`src/rtl/imm_gen_stage.sv`:
```
// Immediate generator for the decode path with a small result FIFO.
// Classifies the format, sign-extends the immediate and adds PC for targets.
module imm_gen_stage #(
  parameter int Width        = 32,
  parameter int Depth        = 2,
  parameter bit ScaleOffsets = 1'b1
) (
  input  logic             clk,
  input  logic             rst,
  input  logic             in_valid,
  output logic             in_ready,
  input  logic [31:0]      in_instr,
  input  logic [Width-1:0] in_pc,
  output logic             out_valid,
  input  logic             out_ready,
  output logic [Width-1:0] out_imm,
  output logic [2:0]       out_fmt,
  output logic             out_illegal,
  output logic [Width-1:0] out_pc,
  output logic [Width-1:0] out_target
);

  localparam int PW = $clog2(Depth);
  localparam int CW = $clog2(Depth + 1);
  localparam logic [CW-1:0] Full = CW'(Depth);

  typedef struct packed {
    logic [Width-1:0] imm;
    logic [2:0]       fmt;
    logic             ill;
    logic [Width-1:0] pc;
    logic [Width-1:0] tgt;
  } ent_t;

  logic [6:0] op;
  logic       is_i;
  logic       is_s;
  logic       is_b;
  logic       is_u;
  logic       is_j;
  logic       is_r;

  assign op   = in_instr[6:0];
  assign is_i = (op == 7'b0000011) || (op == 7'b0010011) ||
                (op == 7'b1100111) || (op == 7'b1110011);
  assign is_s = (op == 7'b0100011);
  assign is_b = (op == 7'b1100011);
  assign is_u = (op == 7'b0110111) || (op == 7'b0010111);
  assign is_j = (op == 7'b1101111);
  assign is_r = (op == 7'b0110011);

  logic [Width-1:0] imm_c;
  logic [Width-1:0] off_c;
  logic [2:0]       fmt_c;
  logic             ill_c;

  // Format decode and sign-extended immediate / byte offset
  always_comb begin
    imm_c = '0;
    fmt_c = 3'd0;
    ill_c = 1'b0;
    unique case (1'b1)
      is_i: begin
        imm_c = Width'($signed(in_instr[31:20]));
        fmt_c = 3'd1;
      end
      is_s: begin
        imm_c = Width'($signed({in_instr[31:25], in_instr[11:7]}));
        fmt_c = 3'd2;
      end
      is_b: begin
        fmt_c = 3'd3;
        if (ScaleOffsets)
          imm_c = Width'($signed({in_instr[31], in_instr[7],
                  in_instr[30:25], in_instr[11:8], 1'b0}));
        else
          imm_c = Width'($signed({in_instr[31], in_instr[7],
                  in_instr[30:25], in_instr[11:8]}));
      end
      is_u: begin
        imm_c = Width'($signed({in_instr[31:12], 12'b0}));
        fmt_c = 3'd4;
      end
      is_j: begin
        fmt_c = 3'd5;
        if (ScaleOffsets)
          imm_c = Width'($signed({in_instr[31], in_instr[19:12],
                  in_instr[20], in_instr[30:21], 1'b0}));
        else
          imm_c = Width'($signed({in_instr[31], in_instr[19:12],
                  in_instr[20], in_instr[30:21]}));
      end
      is_r: fmt_c = 3'd0;
      default: ill_c = 1'b1;
    endcase
    off_c = imm_c;
    if (!ScaleOffsets && (is_b || is_j))
      off_c = imm_c << 1;
  end

  ent_t          ent_in;
  ent_t          head;
  ent_t          mem [Depth];
  logic [PW-1:0] wr_ptr;
  logic [PW-1:0] rd_ptr;
  logic [CW-1:0] count;
  logic          push;
  logic          pop;

  assign ent_in.imm = imm_c;
  assign ent_in.fmt = fmt_c;
  assign ent_in.ill = ill_c;
  assign ent_in.pc  = in_pc;
  assign ent_in.tgt = in_pc + off_c;

  assign in_ready  = !rst && (count < Full);
  assign out_valid = !rst && (count != '0);
  assign push      = in_valid && in_ready;
  assign pop       = out_valid && out_ready;

  // FIFO storage, written on accepted pushes only
  always_ff @(posedge clk) begin
    if (push)
      mem[wr_ptr] <= ent_in;
  end

  // Pointer and occupancy bookkeeping
  always_ff @(posedge clk) begin
    if (rst) begin
      wr_ptr <= '0;
      rd_ptr <= '0;
      count  <= '0;
    end else begin
      if (push)
        wr_ptr <= wr_ptr + 1'b1;
      if (pop)
        rd_ptr <= rd_ptr + 1'b1;
      case ({push, pop})
        2'b10:   count <= count + 1'b1;
        2'b01:   count <= count - 1'b1;
        default: count <= count;
      endcase
    end
  end

  assign head        = mem[rd_ptr];
  assign out_imm     = out_valid ? head.imm : '0;
  assign out_fmt     = out_valid ? head.fmt : 3'd0;
  assign out_illegal = out_valid ? head.ill : 1'b0;
  assign out_pc      = out_valid ? head.pc  : '0;
  assign out_target  = out_valid ? head.tgt : '0;

endmodule
```
`config.mk`:
```
export PLATFORM = sky130hd
export DESIGN_NAME = imm_gen_stage
export DESIGN_NICKNAME = d
export VERILOG_FILES = /design/src/rtl/imm_gen_stage.sv
export SDC_FILE = /design/constraint.sdc
export NUM_CORES = 1
export LEC_CHECK = 0
export BUFFER_PORTS_ARGS = -buffer_cell sky130_fd_sc_hd__buf_2
export CAP_MARGIN = 20
export CORE_MARGIN = 1
export CORE_UTILIZATION = 51
export DETAILED_ROUTE_END_ITERATION = 10
export PLACE_DENSITY_LB_ADDON = 0.08
export SETUP_SLACK_MARGIN = 0.2
export SYNTH_ARGS = -nofsm -noshare
export SYNTH_HDL_FRONTEND = slang
export SYNTH_SLANG_ARGS = --single-unit
```
`constraint.sdc`:
```
create_clock -name clk -period 5.25 [get_ports clk]
set_input_delay 0.7875 -clock clk [delete_from_list [all_inputs] [get_ports clk]]
set_output_delay 0.7875 -clock clk [all_outputs]
set_load 0.05 [all_outputs]
```
==> flow_summary.json <==
{
  "clock_path_buffers": 3,
  "reg2reg_slack_ns": 2.81,
  "r2r_start": "count[1]",
  "seqCellArea_um2": 6110,
  "synth-edff-count": 200,
  "drive_gt1_share_pct": 23.66,
  "drc": 0,
  "start_util_pct": 52.35,
  "synth-simple-area-share_pct": 9.660,
  "core_area_um2": 18830,
  "synth_nets": 871,
  "slew_violations": 0,
  "grt_max_degree": 85,
  "start_kind": "input pin",
  "io-pin-count": 170,
  "synth_top_cells_by_count": "edfxtp_1 (200), nor2_1 (126), mux2i_1 (100)",
  "status": "complete, no violations",
  "synth_seq_cells": 205,
  "synth-compound-area-share_pct": 9.507,
  "setup-violations-final": 0,
  "tightest_slew_ns": 0.9515,
  "grt_util_all_layers_pct": 23.54,
  "yosys-top-cells-area": "edfxtp_1 (61%), mux2i_1 (10%), nor2_1 (4.8%)",
  "max-cap-violations": 0,
  "critPathCaptureType": "register",
  "rr_worst_depth": 7,
  "met1_usage_pct": 31.45,
  "numCtsBuffers": 23,
  "postSynthCellCount": 770,
  "synth.most_common_cell": "edfxtp_1",
  "clock_latency_ns": 0.50,
  "grt_pass1_vias": 6654,
  "min_period_over_period_pct": 79.89,
  "route.final.wire_length_um": 23270,
  "hp-start": "in_pc[28]",
  "cts_resized": 0,
  "placement_rows": 50,
  "synth_fa_ha_area_share_pct": 4.265,
  "worst_hold_path.num_cells": 1,
  "rsz0062_at_grt": "no",
  "cp_max_fo": 10,
  "synthToLayoutAreaGrowth_pct": 19.52,
  "h-tree-depth": 1,
  "place.gp.congestion": 0.8812,
  "yosysTopAreaCellShare_pct": 60.93,
  "cts_setup_buffers": 0,
  "grt_use_met2_pct": 40.04,
  "hold_slack_ns": 0.5031,
  "ant_nets": 0,
  "crit_arrival_ns": 4.42,
  "max-vdd-ir-drop_uv": 266.4,
  "cts_hold_buf": 0,
  "synth_mux_area_share_pct": 10.15,
  "die_x_um": 141.0,
  "hpwlAfterDp_um": 16430,
  "synth_ff_type": "edfxtp_1",
  "root_buffer": "clkbuf_16",
  "relSlewSlack_pct": 36.57,
  "firstDrtPassIters": 4,
  "min_to": "mem[1][60]",
  "gr-usage-met3_pct": 3.567,
  "netlist_area_um2": 9857,
  "drtIter0Drc": 361,
  "p_clk_share_pct": 39.0,
  "cts_tree": "yes",
  "multi_input_area_um2": 3588,
  "fin_setup_tns_ns": 0,
  "crit_type": "input pin to register",
  "antenna_cells": 0,
  "path_clk_slew_ns": 0.06,
  "vias_per_cell": 5.481,
  "switching_share_pct": 26.97,
  "synth_top_family_by_area": "multiplexers",
  "grt_pass1_wl_um": 35890,
  "r2r-end": "count[1]",
  "powerDensity_nw_per_um2": 355.2,
  "internal_power_mw": 3.057,
  "fillCellCount": 1507,
  "die_y_um": 141.0,
  "synthArstFlopShare_pct": 0,
  "synth_top_area_cell": "edfxtp_1",
  "syn_area_per_cell_um2": 12.80,
  "period_needed_ns": 4.194,
  "busiest_layer": "met2",
  "ys_types": 54,
  "hold_path_class": "input pin to register",
  "combPwrFrac_pct": 15.3,
  "switchingPower_mw": 1.129,
  "seqPwrFrac_pct": 45.7,
  "cts_sinks": 205,
  "post_drt_wl_per_cell_um": 19.15,
  "dieArea_um2": 19890,
  "dr_total_vias": 6659,
  "p_leak_nw": 4.751,
  "antenna_found_initial": 0,
  "critPathRequiredTime_ns": 5.48,
  "synth_xor_area_share_pct": 2.666,
  "finClkSkew_ns": 0.004909,
  "layout.nets": 1041,
  "yosysWarnings": 0,
  "yosysSeqAreaShare_pct": 61.94,
  "io_buffer_count": 169,
  "max_freq_mhz": 238.4,
  "grt_overflow": 0,
  "finalHoldViolCount": 0
}
-- how the worst max path moves through the flow --
stage / slack, ns / endpoint / from / cells after the start
CTS: 1.13 / mem[0][28] / in_instr[2] / 17
floorplan: 0.43 / mem[0][0] / rst / 3
finish: 1.06 / mem[1][30] / in_instr[2] / 17
global route: 0.79 / mem[0][28] / in_instr[2] / 17
global placement: 0.75 / mem[0][31] / in_instr[4] / 16
detailed placement: 0.64 / mem[0][28] / in_instr[2] / 17
-- flip-flops by register name (all words and copies together), names as in the netlist, named ones only --
name,cells
count,2
rd_ptr,1
wr_ptr,1
mem,200
-- power groups by stage --
stage,logic (mW),registers (mW),clock network [mW]
2_1_floorplan,0.477,1.93,0
3_3_place_gp,0.637,1.94,0
3_5_place_dp,0.645,1.95,0
4_1_cts,0.648,1.91,1.66
5_1_grt,0.686,1.92,1.72
6_report,0.642,1.91,1.63
-- area by class of cell --
cell class	instances	share of cell area [%]
clock inverters	14	1.497
clock buffers	26	4.981
multi-input cells	518	30.46
repair buffers	179	8.029
well taps	260	2.761
flip-flops and latches	205	51.86
inverters	13	0.4142
-- routing by layer --
| metal | vias to the layer above | wire length (um) | share of wire (%) |
|---|---|---|---|
| met3 | 39 | 1212 | 5.2 |
| met5 | - | 0 | 0 |
| met2 | 214 | 11270 | 48 |
| li1 | 3201 | - | - |
| met4 | 0 | 568 | 2.4 |
| met1 | 3205 | 10220 | 44 |
-- metrics by stage --
stage               util [%]  power, mW  instance area, um^2  cells  setup slack, ns
detailed placement     58.51      2.592                11020   1175           0.6356
floorplan                  -      2.408                 9859    770           0.4310
global route           62.56      4.325                11780   1215           0.7926
finish                 62.56      4.185                11780   1215            1.056
CTS                    62.56      4.221                11780   1215            1.128
global placement       58.51      2.580                11020   1175           0.7464
-- critical path, cell delays in order --
cell	delay [ns]
buf_2	0.16
nor2_1	0.32
nor4b_2	0.26
buf_4	0.18
nor2b_1	0.18
a22o_1	0.20
ha_1	0.22
inv_1	0.07
fa_1	0.40
nor2b_1	0.17
o31a_2	0.17
o21ai_2	0.09
and4_1	0.20
o31ai_1	0.44
a21o_1	0.29
a311o_1	0.19
nand3_1	0.09
-- kinds of logic after synthesis --
| logic type | Yosys count |
|---|---|
| xor+xnor | 30 |
| simple gates | 215 |
| compound gates | 140 |
| flops | 205 |
| buf+inv | 47 |
| fa+ha+maj | 33 |
| mux | 100 |
-- placed cells by master, fill, tap and decap left out, types with 5 or more instances in the layout --
cell type	n
nor2b_1	11
xor2_1	12
nor2_1	125
a21o_1	30
xnor2_1	18
nand2_1	27
inv_1	13
clkbuf_16	23
a21oi_1	42
o21a_1	5
ha_1	32
nand3_1	11
o21ai_0	25
buf_4	8
mux2i_1	100
nor3_1	8
and2_1	9
a31oi_1	5
buf_2	169
edfxtp_1	200
Note: power is estimated with default switching activity, not from simulation.
